===== src/rtl/ring_ro_addr_seq.sv =====
`default_nettype none
// ============================================================================
// Module   : ring_ro_addr_seq
// Brief    : Readout address sequencer for the digitizer ring buffer.
//            On a start request the write pointer, offset, word count and
//            direction are latched. The ring is then walked newest-to-oldest
//            (backward) or oldest-to-newest (forward). The address advances
//            by one per serializer word acknowledge. DEPTH does not have to
//            be a power of two, because the address wraps modulo DEPTH.
// Ports    : sysclk       - system clock, rising edge
//            rst_n        - asynchronous active-low reset
//            wr_ptr_i     - ring write pointer (next location to be written)
//            offset_i     - words to skip back from the newest sample
//            howmany_i    - words to read out (clamped to DEPTH)
//            dir_i        - 0 backward / 1 forward
//            start_i      - readout request, sampled only in IDLE
//            abort_i      - cancel readout (wins over ack and start)
//            word_ack_i   - serializer finished the current word
//            address_o    - RAM read address, 0 when not valid
//            addr_valid_o - address_o is a readout address
//            busy_o       - sequencer not in IDLE
//            remaining_o  - words still to acknowledge
//            ro_done_o    - 1-cycle pulse on normal completion
//            cfg_err_o    - 1-cycle pulse when start rejected
//            timeout_o    - 1-cycle pulse on watchdog expiry
// Config   : RO_TIMEOUT_EN - enables the READ-state stall watchdog
//            (TIMEOUT_CYC cycles without a word_ack_i aborts the readout)
// Revision : 1.0 - initial release
// ============================================================================
module ring_ro_addr_seq #(
    parameter int ADDR_W      = 12,
    parameter int DEPTH       = 4096,
    parameter int CNT_W       = 12,
    parameter int TIMEOUT_CYC = 1023
) (
    input  logic              sysclk,
    input  logic              rst_n,
    input  logic [ADDR_W-1:0] wr_ptr_i,
    input  logic [ADDR_W-1:0] offset_i,
    input  logic [CNT_W-1:0]  howmany_i,
    input  logic              dir_i,
    input  logic              start_i,
    input  logic              abort_i,
    input  logic              word_ack_i,
    output logic [ADDR_W-1:0] address_o,
    output logic              addr_valid_o,
    output logic              busy_o,
    output logic [CNT_W-1:0]  remaining_o,
    output logic              ro_done_o,
    output logic              cfg_err_o,
    output logic              timeout_o
);

    // Signed working width for the start-address arithmetic.
    localparam int c_sw = ADDR_W + 2;
    // Width wide enough to compare a word count against DEPTH.
    localparam int c_cw = (CNT_W > ADDR_W + 1) ? CNT_W : ADDR_W + 1;

    localparam logic [ADDR_W:0]        c_depth_a = (ADDR_W + 1)'(DEPTH);
    localparam logic [c_cw-1:0]        c_depth_c = c_cw'(DEPTH);
    localparam logic [CNT_W-1:0]       c_depth_n = CNT_W'(DEPTH);
    localparam logic signed [c_sw-1:0] c_depth_s = c_sw'(DEPTH);
    localparam logic signed [c_sw-1:0] c_one_s   = c_sw'(1);
    localparam logic [ADDR_W-1:0]      c_last    = ADDR_W'(DEPTH - 1);
    localparam logic [ADDR_W-1:0]      c_one_a   = ADDR_W'(1);
    localparam logic [CNT_W-1:0]       c_one_c   = CNT_W'(1);

    typedef enum logic [1:0] {
        S_IDLE  = 2'd0,
        S_SETUP = 2'd1,
        S_READ  = 2'd2,
        S_DONE  = 2'd3
    } state_t;

    state_t            r_state, w_state_nxt;
    logic [ADDR_W-1:0] r_wr, w_wr_nxt;
    logic [ADDR_W-1:0] r_off, w_off_nxt;
    logic [ADDR_W-1:0] r_addr, w_addr_nxt;
    logic              r_dir, w_dir_nxt;
    logic [CNT_W-1:0]  r_rem, w_rem_nxt;
    logic              r_cfg_err, w_cfg_err_nxt;

    logic                   w_cfg_bad;
    logic [CNT_W-1:0]       w_cnt_clamped;
    logic signed [c_sw-1:0] w_base, w_wrap1, w_wrap2;
    logic [ADDR_W-1:0]      w_start_addr;
    logic [ADDR_W-1:0]      w_addr_step;

`ifdef RO_TIMEOUT_EN
    localparam int               c_wd_w   = $clog2(TIMEOUT_CYC + 1);
    localparam logic [c_wd_w-1:0] c_wd_lim = c_wd_w'(TIMEOUT_CYC - 1);
    localparam logic [c_wd_w-1:0] c_wd_one = c_wd_w'(1);

    logic [c_wd_w-1:0] r_wd, w_wd_nxt;
    logic              r_timeout, w_timeout_nxt;
`endif

    // ------------------------------------------------------------------
    // Start-request qualification
    // ------------------------------------------------------------------
    assign w_cfg_bad = ({1'b0, wr_ptr_i} >= c_depth_a) ||
                       ({1'b0, offset_i} >= c_depth_a);
    assign w_cnt_clamped = (c_cw'(howmany_i) > c_depth_c) ? c_depth_n : howmany_i;

    // ------------------------------------------------------------------
    // Start address from the latched configuration. The backward result is
    // never below -DEPTH. The forward result is never below -2*DEPTH+1.
    // At most two DEPTH corrections are therefore needed.
    // ------------------------------------------------------------------
    always_comb begin
        w_base = $signed(c_sw'(r_wr)) - $signed(c_sw'(r_off))
               - (r_dir ? $signed(c_sw'(r_rem)) : c_one_s);
        w_wrap1 = w_base[c_sw-1]  ? (w_base + c_depth_s)  : w_base;
        w_wrap2 = w_wrap1[c_sw-1] ? (w_wrap1 + c_depth_s) : w_wrap1;
        w_start_addr = ADDR_W'(w_wrap2);
    end

    // Next address along the ring, wrapping at the DEPTH boundary.
    assign w_addr_step = r_dir ? ((r_addr == c_last) ? '0 : (r_addr + c_one_a))
                               : ((r_addr == '0) ? c_last : (r_addr - c_one_a));

    // ------------------------------------------------------------------
    // Next-state and datapath logic
    // ------------------------------------------------------------------
    always_comb begin
        w_state_nxt   = r_state;
        w_wr_nxt      = r_wr;
        w_off_nxt     = r_off;
        w_dir_nxt     = r_dir;
        w_rem_nxt     = r_rem;
        w_addr_nxt    = r_addr;
        w_cfg_err_nxt = 1'b0;
`ifdef RO_TIMEOUT_EN
        w_wd_nxt      = r_wd;
        w_timeout_nxt = 1'b0;
`endif
        case (r_state)
            S_IDLE: begin
                if (start_i && !abort_i) begin
                    if (w_cfg_bad) begin
                        w_cfg_err_nxt = 1'b1;
                    end else begin
                        w_wr_nxt    = wr_ptr_i;
                        w_off_nxt   = offset_i;
                        w_dir_nxt   = dir_i;
                        w_rem_nxt   = w_cnt_clamped;
                        w_state_nxt = S_SETUP;
                    end
                end
            end
            S_SETUP: begin
                if (abort_i) begin
                    w_rem_nxt   = '0;
                    w_state_nxt = S_IDLE;
                end else if (r_rem == '0) begin
                    // An empty request still passes through SETUP. The done
                    // pulse then has the same latency as the first address.
                    w_state_nxt = S_DONE;
                end else begin
                    w_addr_nxt  = w_start_addr;
                    w_state_nxt = S_READ;
`ifdef RO_TIMEOUT_EN
                    w_wd_nxt    = '0;
`endif
                end
            end
            S_READ: begin
                if (abort_i) begin
                    w_rem_nxt   = '0;
                    w_state_nxt = S_IDLE;
                end else if (word_ack_i) begin
`ifdef RO_TIMEOUT_EN
                    w_wd_nxt = '0;
`endif
                    if (r_rem == c_one_c) begin
                        w_rem_nxt   = '0;
                        w_state_nxt = S_DONE;
                    end else begin
                        w_rem_nxt  = r_rem - c_one_c;
                        w_addr_nxt = w_addr_step;
                    end
                end
`ifdef RO_TIMEOUT_EN
                else if (r_wd == c_wd_lim) begin
                    w_rem_nxt     = '0;
                    w_timeout_nxt = 1'b1;
                    w_state_nxt   = S_IDLE;
                end else begin
                    w_wd_nxt = r_wd + c_wd_one;
                end
`endif
            end
            S_DONE: begin
                w_state_nxt = S_IDLE;
            end
            default: begin
                w_state_nxt = S_IDLE;
            end
        endcase
    end

    always_ff @(posedge sysclk or negedge rst_n) begin
        if (!rst_n) begin
            r_state   <= S_IDLE;
            r_wr      <= '0;
            r_off     <= '0;
            r_dir     <= 1'b0;
            r_rem     <= '0;
            r_addr    <= '0;
            r_cfg_err <= 1'b0;
`ifdef RO_TIMEOUT_EN
            r_wd      <= '0;
            r_timeout <= 1'b0;
`endif
        end else begin
            r_state   <= w_state_nxt;
            r_wr      <= w_wr_nxt;
            r_off     <= w_off_nxt;
            r_dir     <= w_dir_nxt;
            r_rem     <= w_rem_nxt;
            r_addr    <= w_addr_nxt;
            r_cfg_err <= w_cfg_err_nxt;
`ifdef RO_TIMEOUT_EN
            r_wd      <= w_wd_nxt;
            r_timeout <= w_timeout_nxt;
`endif
        end
    end

    // ------------------------------------------------------------------
    // Outputs
    // ------------------------------------------------------------------
    logic w_busy, w_valid;

    assign w_busy       = (r_state != S_IDLE);
    assign w_valid      = (r_state == S_READ);
    assign busy_o       = w_busy;
    assign addr_valid_o = w_valid;
    assign address_o    = w_valid ? r_addr : '0;
    assign remaining_o  = w_busy ? r_rem : '0;
    // An abort in the DONE cycle suppresses the completion pulse.
    assign ro_done_o    = (r_state == S_DONE) && !abort_i;
    assign cfg_err_o    = r_cfg_err;

`ifdef RO_TIMEOUT_EN
    assign timeout_o = r_timeout;
`else
    // Watchdog compiled out. timeout_o is tied low for every TIMEOUT_CYC.
    if (TIMEOUT_CYC > 0) begin : g_wd_off
        assign timeout_o = 1'b0;
    end else begin : g_wd_off_zero
        assign timeout_o = 1'b0;
    end
`endif

endmodule
`default_nettype wire

===== config.mk =====
export PLATFORM = sky130hd
export DESIGN_NAME = ring_ro_addr_seq
export DESIGN_NICKNAME = d
export VERILOG_FILES = /design/src/rtl/ring_ro_addr_seq.sv
export SDC_FILE = /design/constraint.sdc
export NUM_CORES = 1
export LEC_CHECK = 0
export CORE_MARGIN = 2
export CORE_UTILIZATION = 56
export CTS_BUF_LIST = sky130_fd_sc_hd__clkbuf_8
export DETAILED_ROUTE_END_ITERATION = 10
export PLACE_DENSITY = 0.86
export SLEW_MARGIN = 10
export SYNTH_ARGS = -nofsm -noshare
export SYNTH_HDL_FRONTEND = slang
export SYNTH_SLANG_ARGS = --single-unit

===== constraint.sdc =====
create_clock -name sysclk -period 4 [get_ports sysclk]
set_input_delay 1 -clock sysclk [delete_from_list [all_inputs] [get_ports sysclk]]
set_output_delay 1 -clock sysclk [all_outputs]
set_load 0.01 [all_outputs]

# After elaboration in Yosys (flattened, before gate mapping)
# Index checks and enable logic that the tools add are counted.
[op_classes]
n_addsub = 7
order_cmp = 1
eq_ne = 14
n_mux = 28
n_reduce_logical = 13
[ops]
columns = ["op", "n"]
rows = [
  ["12-bit 2-to-1 mux", 18],
  ["12-bit case mux with 3 select lines", 1],
  ["12-bit by 1-bit adder with 12-bit output (second input constant)", 2],
  ["12-bit logical NOT", 2],
  ["12-bit case mux with 2 select lines", 1],
  ["12-bit by 1-bit subtractor with 12-bit output (second input constant)", 2],
  ["14-bit adder (second input constant)", 1],
  ["14-bit 2-to-1 mux", 1],
  ["2-bit inequality test (second input constant)", 7],
  ["13-bit by 13-bit subtractor with 14-bit output", 1],
  ["12-bit by 13-bit greater-than comparator with 1-bit output (second input constant)", 1],
  ["12-bit by 12-bit subtractor with 13-bit output", 1],
  ["12-bit by 1-bit equality test with 1-bit output (second input constant)", 1],
  ["12-bit equality test (second input constant)", 1],
  ["2-bit 2-to-1 mux", 5],
  ["2-bit case mux with 4 select lines", 1],
  ["6-bit AND reduction", 1],
  ["2-bit equality test (second input constant)", 2],
  ["4-bit AND reduction", 1],
  ["2-bit nonzero test", 2],
  ["3-bit by 2-bit inequality test with 1-bit output (second input constant)", 1],
  ["3-bit inequality test (second input constant)", 1],
  ["3-bit AND reduction", 1],
  ["3-bit nonzero test", 1],
  ["other kinds (6)", 7],
]
[totals]
register_bits = 51
in_bits = 42
out_inout_bits = 29

# Depth between registers and ports, before layout
# Gate-level depths: netlist (run 1).
[depth]
word_depth = 9
depth_mapped = 18
mapped_depth_nobuf = 18

# Worst setup path after synthesis (run 1)
# No wires, ideal clock.
[synth_path]
path_type = "reg-to-reg"
start = "register r_wr[0]"
end = "register r_addr[11]"
setup_ps = 130
arrival_ps = 3469
t_required_ps = 3870
path_slack_ps = 400
stages_incl_launch_ff = 19
path_buffers = 0
path_cell_list = "dfrtp_1 inv_1 ha_1 inv_1 fa_1 a21o_1 a21oi_1 o21ai_0 or4_1 a31o_2 a21oi_1 xnor2_1 ha_1 nor2_1 o21a_1 a41o_1 nor3_1 xnor2_1 o21ai_0"
[synth_via]
elab_chain_cells = 9
[synth_lines]
columns = ["item", "line_no", "rtl"]
rows = [
  ["from (decl)", "76", "logic [ADDR_W-1:0] r_wr, w_wr_nxt;"],
  ["from (signal assigned)", "217", "r_wr <= w_wr_nxt;"],
  ["12-bit by 12-bit subtractor with 13-bit output *", "111", "w_base = $signed(c_sw'(r_wr)) - $signed(c_sw'(r_off))"],
  ["13-bit by 13-bit subtractor with 14-bit output *", "112", "- (r_dir ? $signed(c_sw'(r_rem)) : c_one_s);"],
  ["14-bit adder", "113", "w_wrap1 = w_base[c_sw-1] ? (w_base + c_depth_s) : w_base;"],
  ["14-bit 2-to-1 mux *", "113", ""],
  ["12-bit by 1-bit adder with 12-bit output", "114", "w_wrap2 = w_wrap1[c_sw-1] ? (w_wrap1 + c_depth_s) : w_wrap1;"],
  ["12-bit 2-to-1 mux *", "114", ""],
  ["12-bit 2-to-1 mux *", "155", "end else if (r_rem == '0) begin"],
  ["12-bit 2-to-1 mux *", "152", "if (abort_i) begin"],
  ["12-bit case mux with 2 select lines *", "137", "case (r_state)"],
  ["to (signal assigned)", "221", "r_addr <= w_addr_nxt;"],
  ["to (decl)", "78", "logic [ADDR_W-1:0] r_addr, w_addr_nxt;"],
]
# Mark *: on every way between the ends. The rest lies on a longest branch, timed or not. The select of a mux whose other input is x is not followed.
# A chain may end at the register's enable or synchronous reset.

# Final worst setup path (run 1)
# Same ends and word-level chain as after synthesis.

==> results_dict.tcl, run 1 <==
set metrics [dict create \
    critical_path.endpoint "r_addr[11]" \
    synth_cells 512 \
    synthTopCellsByArea "dfrtp_1 (30%), ha_1 (9.1%), mux2_2 (6.6%)" \
    slew_violations 0 \
    synth_top_family_by_area "simple AND/OR/NAND/NOR gates" \
    synth_seq_cells 51 \
    synthArstFlopShare 1.00 \
    post_cts_hold_buffer_count 0 \
    synth_most_common_cell "dfrtp_1" \
    cts-root-buf "clkbuf_8" \
    avgSynthCellArea_sq_um 8.36 \
    nets 641 \
    ys_warn_count 0 \
    cts_made_buffers 5 \
    die-area_sq_um 8350 \
    rsz0062_at_grt "false" \
    synth_area_sq_um 4280 \
    row_count 31 \
    cts_buffer_depth 2 \
    cts_tree "done" \
    layout-drive-gt1-share 0.111 \
    synth_common_cells "dfrtp_1 (51), nor2_1 (48), o21ai_0 (47)" \
    syn2layout_area_growth_pct 19.2 \
    synth-compound-area-share 0.192 \
    hold_viol 0 \
    fin_crit_ns 3.73 \
    worstSetupPathType "reg2reg" \
    status "finished clean" \
    initial_core_util 0.584 \
    routed_via_density 5.97 \
    start_kind "register" \
    end_kind "register" \
    io_pins 71 \
    multi_input_area_sq_um 2770 \
    fillers 574 \
    fin_tns_setup_ns 0 \
    fmax_ghz 0.268 \
    clk_pin_slew_ns 0.10 \
    post-route-period-util 0.933 \
    slew_headroom 0.497 \
    grt_max_degree 30 \
    synth_flop_cell "dfrtp_1" \
    fp.coreArea_sq_um 7330 \
    insertion_delay_ns 0.31 \
    seq_area_sq_um 1280 \
    synth.distinct_cells 67 \
    antenna_found_initial 0 \
    route.detailed.drc 0 \
    grt_overflow 0 \
    synth_edf_count 0 \
    reg2reg_setup_slack_ns 0.27 \
    hold_path_class "reg2reg" \
    synth-xor-area-share 0.0450 \
    synth_top_area_share 0.298 \
    htree_num_levels 2 \
    first_iter_violations 266 \
    n_antenna_cell 0 \
    place_hpwl_mm 7.92 \
    synthAdderAreaFrac 0.100 \
    numClockSinks 51 \
    fin_skew_ns 0.00487 \
    gp_congestion 0.982 \
    ant_nets 0 \
    wirelength_mm 10.4 \
    reg2reg_from "r_wr[0]" \
    reg2reg_depth 18 \
    track_usage 0.248 \
    tightest_slew_ns 0.749 \
    grt_pass1_vias 3692 \
    die_h_um 91.4 \
    vias 3979 \
    grt_pass1_wl_mm 17.2 \
    worstReg2RegEnd "r_addr[11]" \
    crit_path_max_fanout 3 \
    drtPass1Iterations 5 \
    worstPathArrival_ns 3.93 \
    cts_setup_buffers 0 \
    cp-startpoint "r_wr[0]" \
    drv_cap 0 \
    synth.largest_area_cell "dfrtp_1" \
    setup_viol_count_final 0 \
    die_x_um 91.4 \
    io_buffers 68 \
    wl_per_cell_um 15.6 \
    ys_seq_area_frac 0.298 \
    muxShareOfSynthArea 0.0834 \
    cp.required_ns 4.19 \
    synth-simple-area-share 0.221 \
]
## kinds of logic (layout without fill, tap and decap cells)
kind of cell             after synthesis  in the layout
AO/OA/AOI/OAI                        134            134
XOR/XNOR                              22             22
adder cells (fa/ha/maj)               33             33
buffers and inverters                 59            113
flip-flops                            51             51
multiplexers                          30             30
other                                  1              2
AND/OR/NAND/NOR                      182            182
## per-layer routing
metal  share of wire  vias to the layer above  wire length (um)  global-route usage
met3           0.063                       27               649              0.0266
met4           0.021                        0               223              0.0833
met5               0                        -                 0                   0
li1                -                     1941                 -                   -
met2            0.48                      170              4950               0.407
met1            0.44                     1841              4550               0.343
## registers in the layout, summed over array words and instances (netlist names)
register and count:
r_addr 12, r_dir 1, r_off 12, r_rem 12, r_state 2, r_wr 12
## final cells by class
| cell class | count | share of cell area |
|---|---|---|
| Clock inverter | 2 | 0.00319 |
| Tap cell | 99 | 0.0243 |
| Timing Repair Buffer | 73 | 0.140 |
| Clock buffer | 6 | 0.0162 |
| Multi-Input combinational cell | 403 | 0.543 |
| Sequential cell | 51 | 0.250 |
| Inverter | 32 | 0.0236 |
## cells in the final DEF (no fill, tap or decap), drive strengths merged, types with 3 or more instances in the layout
master         count
nor3              18
buf                6
xor2               8
nand4              4
xnor2             14
ha                31
dfrtp             51
or3                7
inv               32
a211oi             4
o31ai              3
nand2b             6
mux2i              3
a31oi              3
nand2             45
a32oi              4
nor2              49
or4                4
nand3             13
clkbuf             6
clkdlybuf4s50     67
o211ai             5
nor2b             10
and2               8
o21ai             48
a22oi              7
a21oi             37
nor4               7
mux2              25
## timing repair
item                                    CTS  global route
endpoints found under the setup margin    1             1
endpoints found under the hold margin     0             0
pin swaps                                 0             1
resized for setup                         1             6
## through the flow
step                cell area [sq um]  hold WS (ns)  cells  setup slack, ns   util
floorplan                        4280         0.479    513            0.400      -
global placement                 4980         0.488    658            0.221  0.680
detailed placement               4980         0.496    658           0.0197  0.680
CTS                              5080         0.518    666           0.0229  0.693
global route                     5100         0.529    666           0.0313  0.696
finish                           5100         0.514    666            0.266  0.696
## worst min-delay path by stage
stage / start / endpoint / slack [ns] / cells past startpoint
after global placement: r_off[4] / r_off[4] / 0.49 / 1
after detailed placement: r_off[10] / r_off[10] / 0.50 / 1
after global routing: r_off[1] / r_off[1] / 0.53 / 1
after CTS: r_off[10] / r_off[10] / 0.52 / 1
after floorplan: r_off[10] / r_off[10] / 0.48 / 1
final: r_off[10] / r_off[10] / 0.51 / 1
## worst max-delay path: stages, from the launching register on
cell	delay, ns
dfrtp_1	0.39
inv_1	0.07
ha_1	0.16
inv_1	0.05
fa_2	0.34
a21o_1	0.17
a21oi_2	0.17
o21ai_1	0.10
or4_1	0.44
a31o_2	0.27
a21oi_2	0.15
xnor2_1	0.08
ha_1	0.33
nor2_1	0.07
o21a_1	0.19
a41o_1	0.22
nor3_2	0.20
xnor2_1	0.15
o21ai_1	0.07
Power of run 1 is not shown: default switching activity piles up to over one toggle a cycle in this logic, so the estimate is an artifact.
==> run 2, diff against run 1 <==
--- a/config.mk
+++ b/config.mk
@@ -9,6 +9,7 @@
 export CORE_UTILIZATION = 56
 export CTS_BUF_LIST = sky130_fd_sc_hd__clkbuf_8
 export DETAILED_ROUTE_END_ITERATION = 10
+export HOLD_SLACK_MARGIN = 0.05
 export PLACE_DENSITY = 0.86
 export SLEW_MARGIN = 10
 export SYNTH_ARGS = -nofsm -noshare
==> constraint.sdc (replaced) <==
create_clock -name sysclk -period 3.7 [get_ports sysclk]
set_input_delay 0.925 -clock sysclk [delete_from_list [all_inputs] [get_ports sysclk]]
set_output_delay 0.925 -clock sysclk [all_outputs]
set_load 0.01 [all_outputs]
==> results_dict.tcl, run 2 (synthesis gave the netlist of run 1 again) <==
set metrics [dict create \
    fp.coreArea_sq_um 7330 \
    cts_buffer_depth 2 \
    numClockSinks 51 \
    cp.required_ns 3.89 \
    io_buffers 68 \
    critical_path.endpoint "r_addr[11]" \
    cts_made_buffers 5 \
    row_count 31 \
    final_common_cell "clkdlybuf4s50_1" \
    gp_congestion 0.950 \
    start_kind "register" \
    post_cts_hold_buffer_count 0 \
    cp-startpoint "r_wr[0]" \
    final_area_sq_um 5170 \
    setup_viol_count_final 0 \
    tightest_slew_ns 0.782 \
    die_h_um 91.4 \
    drv_cap 0 \
    cts_tree "done" \
    rsz0062_at_grt "true" \
    post-route-period-util 0.973 \
    hold_path_class "reg2reg" \
    drtPass1Iterations 5 \
    status "finished clean" \
    dpl_cell_area_sq_um 5010 \
    track_usage 0.260 \
    reg2reg_setup_slack_ns 0.1 \
    ant_nets 0 \
    initial_core_util 0.584 \
    insertion_delay_ns 0.32 \
    hold_viol 0 \
    wirelength_mm 10.9 \
    worstPathArrival_ns 3.80 \
    layout-drive-gt1-share 0.133 \
    syn2layout_area_growth_pct 20.8 \
    clk_pin_slew_ns 0.10 \
    first_iter_violations 275 \
    final_cell_mix "clkdlybuf4s50_1 (67), dfrtp_1 (51), nor2_1 (47), nand2_1 (45), o21ai_0 (44)" \
    antenna_found_initial 0 \
    reg2reg_depth 18 \
    route.detailed.drc 0 \
    grt_max_degree 29 \
    worstSetupPathType "reg2reg" \
    grt_pass1_vias 3856 \
    slew_violations 0 \
    nets 647 \
    vias 4089 \
    reg2reg_from "r_wr[0]" \
    fin_skew_ns 0.00574 \
    slew_headroom 0.474 \
    fmax_ghz 0.278 \
    io_pins 71 \
    wl_per_cell_um 16.2 \
    fin_crit_ns 3.60 \
    end_kind "register" \
    routed_via_density 6.08 \
    worstReg2RegEnd "r_addr[11]" \
    n_antenna_cell 0 \
    grt_pass1_wl_mm 17.8 \
    crit_path_max_fanout 3 \
    holdCritStartpoint "r_off[2]" \
    cts-root-buf "clkbuf_8" \
    htree_num_levels 2 \
    place_hpwl_mm 8.15 \
    grt_overflow 0 \
    die_x_um 91.4 \
    die-area_sq_um 8350 \
]
==> run 2: cell types whose count changed in the layout (fill, tap and decap cells not counted), sizes merged <==
cell	previous run	this run
buf	6	12
clkbuf	6	5
clkinv	1	0
inv	32	34
==> run 2: worst min-delay path by stage <==
stage,endpoint,cells past startpoint,slack [ns]
global route,r_off[9],1,0.54
CTS,r_off[2],1,0.52
global placement,r_off[2],1,0.49
detailed placement,r_off[2],1,0.49
floorplan,r_off[10],1,0.48
finish,r_off[2],1,0.51
==> run 2: metrics by stage <==
stage	instances	TNS [ns]	setup slack, ns	hold slack (ns)	util
CTS	670	0	0.0148	0.515	0.698
floorplan	513	0	0.100	0.479	-
global placement	661	0	0.00455	0.488	0.683
global route	672	-0.0709	-0.0709	0.543	0.705
detailed placement	661	-0.0462	-0.0462	0.493	0.683
finish	672	0	0.0992	0.514	0.705
==> run 2: timing repair <==
item,4_1_cts,5_1_grt
endpoints found under the setup margin,1,1
pin swaps,4,9
buffers inserted,1,2
gates resized for setup,6,10
==> run 2: cell type report <==
class                           instances  area, sq um
Sequential cell                        51         1280
Fill cell                             544         2160
Inverter                               32          120
Tap cell                               99          124
Clock inverter                          3         20.0
Clock buffer                            5         68.8
Multi-Input combinational cell        403         2800
Timing Repair Buffer                   79          758
==> run 2: worst max-delay path, stage by stage (launching register included) <==
cell	delay, ns
dfrtp_1	0.39
inv_1	0.07
ha_2	0.17
inv_2	0.04
fa_2	0.33
a21o_1	0.17
a21oi_2	0.17
o21ai_2	0.08
or4_4	0.43
a31o_4	0.23
a21oi_2	0.12
xnor2_1	0.09
ha_2	0.35
nor2_2	0.05
o21a_1	0.18
a41o_1	0.21
nor3_2	0.18
xnor2_1	0.14
o21ai_1	0.07
==> run 2: layer usage <==
metal,share of wire,GRT usage
met2,0.49,0.435
met4,0.019,0.0833
met3,0.073,0.0490
met1,0.42,0.338
met5,0,0
Power of run 2 is left out for the same reason.
